$ cat src/rtl/sar_pkg.sv
// Shared types and defaults for the SAR ADC controller.
package sar_pkg;

  localparam int SAR_NBITS         = 8;
  localparam int SAR_SAMPLE_CYCLES = 2;

  typedef enum logic [2:0] {
    IDLE   = 3'd0,
    SAMPLE = 3'd1,
    CMP    = 3'd2,
    EVAL   = 3'd3,
    DONE   = 3'd4
  } sar_state_e;

  // Widest supported code is 16 bits; callers truncate to their own width.
  function automatic logic [15:0] msb_mask(input int unsigned k);
    return 16'(1) << k;
  endfunction

endpackage

$ cat src/rtl/sar_trial_reg.sv
// Successive-approximation trial register and bit index, resolved one bit per step.
module sar_trial_reg
  import sar_pkg::*;
#(
  parameter int NBITS = SAR_NBITS
) (
  input  logic             clk,
  input  logic             rst_n,
  input  logic             init,
  input  logic             step,
  input  logic             decision,
  output logic [NBITS-1:0] trial,
  output logic [NBITS-1:0] trial_nxt,
  output logic             last_bit,
  output logic [NBITS-1:0] code
);

  localparam int KW = (NBITS > 1) ? $clog2(NBITS) : 1;

  logic [KW-1:0]    k;
  logic [KW-1:0]    km1;
  logic [NBITS-1:0] bit_k;
  logic [NBITS-1:0] bit_km1;
  logic [NBITS-1:0] resolved;

  assign km1      = k - 1'b1;
  assign last_bit = (k == '0);
  assign bit_k    = NBITS'(msb_mask(int'(k)));
  // km1 wraps when k is 0, but the next-bit mask is suppressed on the last bit.
  assign bit_km1  = last_bit ? '0 : NBITS'(msb_mask(int'(km1)));
  assign resolved = decision ? trial : (trial & ~bit_k);
  assign code     = resolved;

  always_comb begin
    trial_nxt = trial;
    if (init) begin
      trial_nxt = NBITS'(msb_mask(NBITS - 1));
    end else if (step) begin
      trial_nxt = resolved | bit_km1;
    end
  end

  always_ff @(posedge clk or negedge rst_n) begin
    if (!rst_n) begin
      trial <= '0;
      k     <= '0;
    end else begin
      trial <= trial_nxt;
      if (init) begin
        k <= KW'(NBITS - 1);
      end else if (step && !last_bit) begin
        k <= km1;
      end
    end
  end

endmodule

$ cat src/rtl/sar_ctrl.sv
// SAR ADC sequencer: sample, then one compare/evaluate pair per bit, MSB first.
module sar_ctrl
  import sar_pkg::*;
#(
  parameter int NBITS         = SAR_NBITS,
  parameter int SAMPLE_CYCLES = SAR_SAMPLE_CYCLES
) (
  input  logic             clk,
  input  logic             rst_n,
  input  logic             start,
  input  logic             comp_out,
  output logic             sample,
  output logic             comp_en,
  output logic [NBITS-1:0] dac,
  output logic             busy,
  output logic             done,
  output logic [NBITS-1:0] result,
  output sar_state_e       dbg_state
);

  // Handshake: start is a level request, honoured only in IDLE; done is a
  // one-cycle pulse coincident with result taking the new code.

  sar_state_e       state;
  sar_state_e       state_nxt;
  logic [3:0]       cnt;
  logic             init;
  logic             step;
  logic [NBITS-1:0] trial;
  logic [NBITS-1:0] trial_nxt;
  logic [NBITS-1:0] code;
  logic             last_bit;

  assign dbg_state = state;

  sar_trial_reg #(.NBITS(NBITS)) u_trial (
    .clk       (clk),
    .rst_n     (rst_n),
    .init      (init),
    .step      (step),
    .decision  (comp_out),
    .trial     (trial),
    .trial_nxt (trial_nxt),
    .last_bit  (last_bit),
    .code      (code)
  );

  always_comb begin
    state_nxt = state;
    init      = 1'b0;
    step      = 1'b0;
    case (state)
      IDLE: begin
        if (start) begin
          state_nxt = SAMPLE;
          init      = 1'b1;
        end
      end
      SAMPLE: if (cnt == '0) state_nxt = CMP;
      CMP:    state_nxt = EVAL;
      EVAL: begin
        step      = 1'b1;
        state_nxt = last_bit ? DONE : CMP;
      end
      DONE:    state_nxt = IDLE;
      default: state_nxt = IDLE;
    endcase
  end

  always_ff @(posedge clk or negedge rst_n) begin
    if (!rst_n) begin
      state <= IDLE;
      cnt   <= '0;
    end else begin
      state <= state_nxt;
      if (init) begin
        cnt <= 4'(SAMPLE_CYCLES - 1);
      end else if (state == SAMPLE && cnt != '0) begin
        cnt <= cnt - 4'd1;
      end
    end
  end

  // Outputs are registered from the next state so they align with the state they describe.
  always_ff @(posedge clk or negedge rst_n) begin
    if (!rst_n) begin
      sample  <= 1'b0;
      comp_en <= 1'b0;
      dac     <= '0;
      busy    <= 1'b0;
      done    <= 1'b0;
      result  <= '0;
    end else begin
      sample  <= (state_nxt == SAMPLE);
      comp_en <= (state_nxt == CMP);
      dac     <= (state_nxt == CMP || state_nxt == EVAL) ? trial_nxt : '0;
      busy    <= (state_nxt != IDLE);
      done    <= (state_nxt == DONE);
      if (step && last_bit) begin
        result <= code;
      end
    end
  end

endmodule

$ cat config.mk
export PLATFORM = sky130hd
export DESIGN_NAME = sar_ctrl
export DESIGN_NICKNAME = d
export VERILOG_FILES = /design/src/rtl/sar_pkg.sv /design/src/rtl/sar_trial_reg.sv /design/src/rtl/sar_ctrl.sv
export SDC_FILE = /design/constraint.sdc
export NUM_CORES = 1
export LEC_CHECK = 0
export CAP_MARGIN = 20
export CELL_PAD_IN_SITES_DETAIL_PLACEMENT = 2
export CELL_PAD_IN_SITES_GLOBAL_PLACEMENT = 2
export CORE_UTILIZATION = 30
export DETAILED_ROUTE_END_ITERATION = 6
export PLACE_DENSITY_LB_ADDON = 0.3
export SLEW_MARGIN = 30
export SYNTH_ARGS = -nofsm -noshare
export SYNTH_HDL_FRONTEND = slang
export SYNTH_SLANG_ARGS = --single-unit
export TNS_END_PERCENT = 1
$ cat constraint.sdc
create_clock -name clk -period 2.2 [get_ports clk]
set_input_delay 0.44 -clock clk [delete_from_list [all_inputs] [get_ports clk]]
set_output_delay 0.44 -clock clk [all_outputs]
set_load 0.02 [all_outputs]
=== After elaboration in Yosys (flattened, before gate mapping) ===
Index checks and enable logic that the tools add are counted.
Widths: inputs -> output; s select.

* Shift operators: 2
* Reductions and logical operators: 12
* Mux-type cells: 16
* Bitwise logic cells: 3
* $add $sub $neg: 2
* Equality and inequality tests: 7

{| class="wikitable"
|+ Operator list
! operator !! count
|-
| $mux 8 || 5
|-
| $shl 1x3->8 const A || 2
|-
| $mux 3 || 5
|-
| $eq 3x2->1 const B || 4
|-
| $pmux 3 s4 || 1
|-
| $and 8x8->8 || 1
|-
| $mux 4 || 2
|-
| $not 8->8 || 1
|-
| $or 8x8->8 || 1
|-
| $eq 3x1->1 const B || 2
|-
| $logic_not 3->1 || 2
|-
| $logic_not 4->1 || 1
|-
| $reduce_bool 2->1 || 2
|-
| $reduce_bool 4->1 || 1
|-
| $sub 4x1->4 const B || 1
|-
| $eq 3x3->1 const B || 1
|-
| $logic_and 1x1->1 || 3
|-
| $mux 1 || 3
|-
| $reduce_bool 3->1 || 1
|-
| $sub 3x1->3 const B || 1
|-
| $logic_not 1->1 || 1
|-
| $logic_or 1x1->1 || 1
|}

* Flip-flop bits (word level): 38
* Bits of input ports: 4
* Output and inout bits: 23
* Logic and storage cells: 52

=== Depth between registers and ports, before layout ===
Gate-level depths: netlist (run 1).

* Depth after elaboration: 8
* Depth in mapped cells: 7

=== Hierarchy ===
From an unflattened synthesis (run 1), not the netlist that was laid out.

* Cell total of the unflattened synthesis: 176
* Area, all modules: 1800.5 um^2

{| class="wikitable"
|+ Modules (own cells, without submodules)
! module !! cells each !! times used !! area an instance (um^2)
|-
| sar_ctrl || 102 || 1 || 1124.8
|-
| sar_trial_reg || 74 || 1 || 675.6
|}

=== Least setup slack after synthesis (run 1) ===
No wires, ideal clock.

* Kind: register to register
* From: register u_trial.k[0]
* To: register result[2]
* Required time: 2075 ps
* Slack: 435 ps
* Stages on the path, launching flop included: 8
* Arrival: 1641 ps
* Cells stage by stage: dfrtp_1 inv_1 ha_1 clkbuf_1 and2b_1 nand2_2 inv_1 mux2_2

* Cells in the longest elaborated chain, start to end: 4
* Elaborated cells on any way between the ends: 6

{| class="wikitable"
|+ Ends and longest elaborated chain
! what !! line !! source
|-
| start: declaration || sar_trial_reg.sv:20 || <nowiki>logic [KW-1:0] k;</nowiki>
|-
| start signal: assignment || sar_trial_reg.sv:50 || <nowiki>k <= KW'(NBITS - 1);</nowiki>
|-
| start signal: assignment || sar_trial_reg.sv:52 || <nowiki>k <= km1;</nowiki>
|-
| $shl 1x3->8 || sar_pkg.sv:17 || <nowiki>return 16'(1) << k;</nowiki>
|-
| $not 8->8 || sar_trial_reg.sv:31 || <nowiki>assign resolved = decision ? trial : (trial & ~bit_k);</nowiki>
|-
| $and 8x8->8 || sar_trial_reg.sv:31 ||
|-
| $mux 8 || sar_trial_reg.sv:31 ||
|-
| end signal: assignment || sar_ctrl.sv:100 || <nowiki>result <= code;</nowiki>
|-
| end: declaration || sar_ctrl.sv:17 || <nowiki>output logic [NBITS-1:0] result,</nowiki>
|}

Parallel ways exist; a longest one is shown, timed or not.
A chain may end at the register's enable or synchronous reset.

=== Worst setup path after layout (run 1) ===
* From: register state[1] (netlist: dbg_state[1])
* To: output dbg_state[1]

{| class="wikitable"
|+ RTL lines
! what !! line !! source
|-
| start: declaration || sar_ctrl.sv:24 || <nowiki>sar_state_e state;</nowiki>
|-
| start signal: assignment || sar_ctrl.sv:75 || <nowiki>state <= state_nxt;</nowiki>
|-
| end: declaration || sar_ctrl.sv:18 || <nowiki>output sar_state_e dbg_state</nowiki>
|}

No word-level cell between the ends.

==> results of run 1 <==
area by class of cell:
| type | instances | area share |
|---|---|---|
| flip-flops and latches | 38 | 0.413 |
| inverters | 10 | 0.0163 |
| repair buffers | 34 | 0.137 |
| multi-input cells | 111 | 0.335 |
| clock inverters | 3 | 0.0299 |
| well taps | 72 | 0.0391 |
| clock buffers | 5 | 0.0299 |
where the power goes:
part | switching, uW | internal (uW) | total [uW] | leakage [uW]
Combinational | 937 | 748 | 1690 | 0.000462
Clock | 267 | 454 | 721 | 0.0000683
Sequential | 247 | 979 | 1230 | 0.000476
Total | 1450 | 2180 | 3630 | 0.00101
per-stage QoR:
| stage | utilization | instance area [um2] |
|---|---|---|
| floorplan | - | 1810 |
| global placement | 0.381 | 2160 |
| detailed placement | 0.381 | 2160 |
| CTS | 0.406 | 2300 |
| global route | 0.406 | 2300 |
| finish | 0.406 | 2300 |
metal layers:
metal	global-route usage	routed length (um)	vias to the layer above
li1	-	-	664
met1	0.219	2280	717
met2	0.314	2600	22
met3	0.0377	120	7
met4	0.0655	77	0
met5	0	0	-
logic make-up (layout without fill, tap and decap cells):
logic type,count (synthesis),count (layout),synth area share
compound gates,46,46,0.151
xor+xnor,2,2,0.00968
fa+ha+maj,6,6,0.0415
buf+inv,19,52,0.0491
flops,38,38,0.525
mux,8,8,0.0477
simple gates,49,49,0.176
placed cells by master, fill, tap and decap left out, types with 6 or more instances in the layout:
cell and n:
dfrtp_1 38, clkdlybuf4s50_1 25, o21ai_0 16, a21oi_1 15, inv_1 10, buf_4 8
or3_1 6, nand2_1 6, ha_1 6
worst paths after layout:
path	to	from	cells after the start	slack (ns)
max	dbg_state[1]	dbg_state[1]	1	0.07
min	u_trial.trial[1]	rst_n	1	0.25
max reg2reg	result[7]	u_trial.k[0]	6	0.28
min reg2reg	result[6]	result[6]	1	0.51
max in group asynchronous	dbg_state[2]	rst_n	1	1.42
min in group clk	result[6]	result[6]	1	0.51
state kept, by name, summed over array words and instances, names as in the netlist:
| name | count |
|---|---|
| result | 8 |
| sample | 1 |
| done | 1 |
| dbg_state | 3 |
| cnt | 4 |
| u_trial.trial | 8 |
| dac | 8 |
| u_trial.k | 3 |
| busy | 1 |
| comp_en | 1 |
==> results.txt, run 1 <==
----------------------------------------------------
[Status]
  Outcome ... finished clean

[Layout]
  Diode count ... 0
  Final-layout fill cell count ... about 630
  Share of cells above drive strength 1 ... 0.154
  Area overhead of the layout relative to synthesis ... 27.2%
  Final net count ... 210
  Sequential cell area ... 951 um2
  Multi-input gate area in the final layout ... 771 um2
  Post-Layout Cell Count ... 273

[Placement]
  Worst slack at placement ... between 0.15 and 0.2 ns
  Post-placement cell count ... approximately 270
  Final weighted congestion in routability-driven placement ... between 0.7 and 0.8
  Number of buffer cells added on primary ports ... 26
  DP Wirelength ... 3600 um

[STA]
  Max-slew violations ... 0
  Post-route clock skew ... between 0.006 and 0.007 ns
  Setup repair after global routing missed its margin ... no
  Tmin final ... between 2 and 2.5 ns
  Max transition margin ... 0.430
  Post-layout worst setup margin ... between 0.07 and 0.08 ns
  Final Hold Fails ... 0
  Highest clock frequency the design can meet ... 0.470 GHz
  Transition time at the pin with the least slew margin ... between 0.8 and 0.9 ns
  Post-route fraction of the period consumed by the critical path ... 0.967
  WHS ... 0.252 ns
  Sum Neg Setup Slack ... 0 ns
  Final setup violating endpoints ... 0

[Drt]
  Routed wirelength normalized by instance count ... 18.6 um
  Iteration-0 DRC count of the detailed router ... 42
  Vias per inst ... around 5.2
  Detail Route Antenna Nets ... 0
  Drt pass-1 iters ... 4
  Sum of routed wire length over all layers ... 5080 um
  Total via count in the routed design ... around 1400
  Post-route DRC ... 0

[Floorplan]
  Core Rows ... 27
  Die Span Y ... ~80 um
  Horizontal extent of the die ... around 80 um
  Full die area ... 6350 um2
  Core area ... 5680 um2
  Effective utilization at floorplan ... 0.319
  Count of pins on the block boundary ... 27

[Synthesis]
  Area leader, netlist ... dfrtp_1
  Register bit total from synthesis ... 38
  Number of enable-type register cells in the synthesized netlist ... 0
  Number of instances in the synthesized netlist ... 168
  Number of unique standard cell types used by synthesis ... 46
  Net Count, Synth ... 178
  Post-Synthesis Cell Area ... 1810 um2
  Share of Yosys cell area claimed by the top area cell type ... 0.525
  Cell types occupying the most area after synthesis ... dfrtp_1, o21ai_0, a21oi_1
  Sequential cell area fraction in the yosys report ... 0.525
  Most repeated cell in the gate-level netlist after synthesis ... dfrtp_1
  Main flop type after synthesis ... dfrtp_1
  Post-synth top cells ... dfrtp_1, o21ai_0, a21oi_1, inv_1
  Per-instance average area after synthesis ... 10.8 um2
  Share of synthesized flip-flops with an asynchronous set or reset ... 1.00
  Warnings, synthesis ... 0

[Clock network]
  Insertion delay of the later-clocked pin in the worst-skew pair ... 0.29 ns
  PostCTS Resize Cnt ... 0
  Hold-fix buffers at CTS ... 0
  Longest Clk Path Bufs ... 2
  Count of clock tree sinks ... 38
  Clock-pin slew on the worst setup and hold paths ... 0.08 ns
  TritonCTS clock tree ... yes
  Number of buffers inserted during clock tree synthesis ... 5
  Clock root cell ... clkbuf_8
  H-tree Lvls ... 2
  Post-CTS setup buffers ... 0

[Critical path]
  Cell chain of the critical path ... clkdlybuf4s50_1
  Cell with the largest stage delay on the worst path ... clkdlybuf4s50_1
  Worst endpoint required time ... ~1.8 ns
  WP data arrival ... 1.69 ns
  Start-to-end type of the worst setup path ... flop to output port
  Crit-path max cell delay ... about 0.71 ns
  Total buffers and inverters traversed by the critical path ... 1
  CP top delay family ... buffers and inverters
  Kind of end point of the critical path ... output port
  Crit start category ... flop
  Critical path fanouts, max ... 15

[Flow run]
  Count of max-cap constraint violations ... 0

[Pwr]
  VDD IR-drop max ... roughly 500 uV
  Total leakage power ... 0.00101 uW
  PwrDens ... roughly 1600 nW/um2
  Power after layout ... between 3000 and 4000 uW

[Global route]
  Maximum number of pins on one net before global-route repair ... 39
  Antenna violations before repair ... 0
  Total routing resource utilization after global routing ... 0.181
  Wire length of the first global-routing pass ... 8430 um
  Via count of the first global-routing pass ... approximately 1600
  Residual overflow from global routing ... 0

[Hold path]
  Kind of path behind the tightest hold check ... primary input to asynchronous set/reset pin

----------------------------------------------------
(Power assumes the default switching activity.)
==> run 2, diff against run 1 <==
--- a/config.mk
+++ b/config.mk
@@ -8,7 +8,9 @@
 export CAP_MARGIN = 20
 export CELL_PAD_IN_SITES_DETAIL_PLACEMENT = 2
 export CELL_PAD_IN_SITES_GLOBAL_PLACEMENT = 2
+export CORE_ASPECT_RATIO = 1.4
 export CORE_UTILIZATION = 30
+export CTS_BUF_LIST = sky130_fd_sc_hd__clkbuf_2
 export DETAILED_ROUTE_END_ITERATION = 6
 export PLACE_DENSITY_LB_ADDON = 0.3
 export SLEW_MARGIN = 30
==> run 2 against run 1 <==
Clock skew up 0.024 ns. Sequential power about the same. Largest power group unchanged. Cell area down 1.5%. Count of clock-buffer cells in the layout stayed put. Setup slack improved by 0.060 ns. Global-route usage is 0.065 points lower.
==> results.txt, run 2 (synthesized netlist as in run 1, its figures left out) <==
----------------------------------------------------
[Status]
  Outcome ... finished clean

[Placement]
  DP Wirelength ... 3640 um
  Final weighted congestion in routability-driven placement ... around 0.76
  Number of buffer cells added on primary ports ... 26
  Total placed instance area ... ~2200 um2

[Layout]
  Diode count ... 0
  Final standard cell area without fillers ... ~2300 um2
  Largest registers in the final layout ... dac (8), result (8), u_trial.trial (8)
  Final net count ... 213
  Highest-count cells in the layout ignoring fill and taps ... dfrtp_1, clkdlybuf4s50_1, o21ai_0
  Area overhead of the layout relative to synthesis ... 25.3%
  Most common library cell in the layout ignoring fill and taps ... dfrtp_1
  Share of cells above drive strength 1 ... 0.176

[Floorplan]
  Core Rows ... 33
  Die Span Y ... 93.9 um
  Effective utilization at floorplan ... 0.311
  Count of pins on the block boundary ... 27
  Horizontal extent of the die ... slightly below 70 um
  Core area ... 5820 um2
  Full die area ... roughly 6400 um2

[Global route]
  Residual overflow from global routing ... 0
  Antenna violations before repair ... 0
  Wire length of the first global-routing pass ... just over 8000 um
  Total routing resource utilization after global routing ... 0.180
  Via count of the first global-routing pass ... 1607
  Maximum number of pins on one net before global-route repair ... 39

[Drt]
  Post-route DRC ... 0
  Routed wirelength normalized by instance count ... 18.2 um
  Iteration-0 DRC count of the detailed router ... 51
  Drt pass-1 iters ... 4
  Sum of routed wire length over all layers ... 4980 um
  Detail Route Antenna Nets ... 0
  Total via count in the routed design ... 1431
  Vias per inst ... 5.22

[Clock network]
  Number of buffers inserted during clock tree synthesis ... 5
  Clock-pin slew on the worst setup and hold paths ... 0.22 ns
  Longest Clk Path Bufs ... 2
  Post-CTS setup buffers ... 0
  H-tree Lvls ... 2
  TritonCTS clock tree ... yes
  Insertion delay of the later-clocked pin in the worst-skew pair ... ~0.41 ns
  Count of clock tree sinks ... 38
  Clock root cell ... clkbuf_2

[Critical path]
  Kind of end point of the critical path ... output port
  Cell with the largest stage delay on the worst path ... clkdlybuf4s50_1
  WP data arrival ... roughly 1.6 ns
  Worst endpoint required time ... 1.76 ns
  Total buffers and inverters traversed by the critical path ... 1
  Reg2reg path depth ... 6
  Crit start category ... flop
  Path length in cells of the critical path ... 1
  Crit-path max cell delay ... 0.65 ns
  Critical path fanouts, max ... 14
  Cell chain of the critical path ... clkdlybuf4s50_1
  Start-to-end type of the worst setup path ... flop to output port
  CP top delay family ... buffers and inverters

[STA]
  Transition time at the pin with the least slew margin ... 0.395 ns
  Tmin final ... 2.07 ns
  Sum Neg Setup Slack ... 0 ns
  Max-slew violations ... 0
  Final setup violating endpoints ... 0
  Post-route fraction of the period consumed by the critical path ... 0.939
  Post-route clock skew ... 0.0305 ns
  Setup repair after global routing missed its margin ... no
  Max transition margin ... 0.734
  Highest clock frequency the design can meet ... 0.484 GHz
  Final Hold Fails ... 0

[Pwr]
  Total leakage power ... approximately 0.001 uW
  VDD IR-drop max ... 596 uV
  PwrDens ... 1470 nW/um2
  Power after layout ... 3330 uW

[Hold path]
  Kind of path behind the tightest hold check ... primary input to asynchronous set/reset pin

[Flow run]
  Count of max-cap constraint violations ... 0

----------------------------------------------------
## run 2: changes by cell type in the layout (fill, tap and decap cells not counted), sizes merged
| cell | previous run | this run |
|---|---|---|
| bufinv | 2 | 1 |
| clkinv | 1 | 2 |
| buf | 9 | 11 |
| dlygate4sd3 | 0 | 1 |
## run 2: area by class of cell
| cell class | instances | area (um2) |
|---|---|---|
| Multi-Input combinational cell | 111 | 771 |
| Inverter | 10 | 37.5 |
| Tap cell | 70 | 87.6 |
| Fill cell | 621 | 3550 |
| Timing Repair Buffer | 37 | 353 |
| Clock inverter | 3 | 40.0 |
| Sequential cell | 38 | 955 |
| Clock buffer | 5 | 25.0 |
## run 2: worst paths after layout
check                        startpoint            to  slack [ns]
setup / recovery           dbg_state[0]  dbg_state[0]        0.13
hold / removal                    rst_n       comp_en        0.41
setup reg to reg           u_trial.k[0]     result[5]        0.34
hold reg to reg               result[6]     result[6]        0.53
max in group asynchronous         rst_n        dac[5]        1.35
min in group clk              result[6]     result[6]        0.53
## run 2: what timing repair did
item | in CTS | in global routing
cloned | 0 | 0
endpoints found under the setup margin | 2 | 1
endpoints found under the hold margin | 0 | 10
hold buffers | 0 | 1
gates resized for setup | 2 | 1
## run 2: per-stage QoR
step	hold WS [ns]	setup WS, ns	cells	utilization
after global routing	0.412	0.0401	274	0.390
after global placement	0.484	0.227	264	0.373
after detailed placement	0.495	0.165	264	0.373
after floorplan	0.144	0.435	168	-
final	0.407	0.133	274	0.390
after CTS	0.110	0.00194	272	0.384
## run 2: routing by layer
metal / vias to the layer above / wire, um / track usage / part of all wire
li1: 664 / - / - / -
met5: - / 0 / 0 / 0
met1: 735 / 2020 / 0.203 / 0.41
met2: 26 / 2760 / 0.326 / 0.55
met4: 0 / 70 / 0.0621 / 0.014
met3: 6 / 126 / 0.0328 / 0.025
## run 2: power breakdown
group,switching [uW],internal (uW)
logic,940,762
registers,218,980
clock network,244,189
total,1400,1930
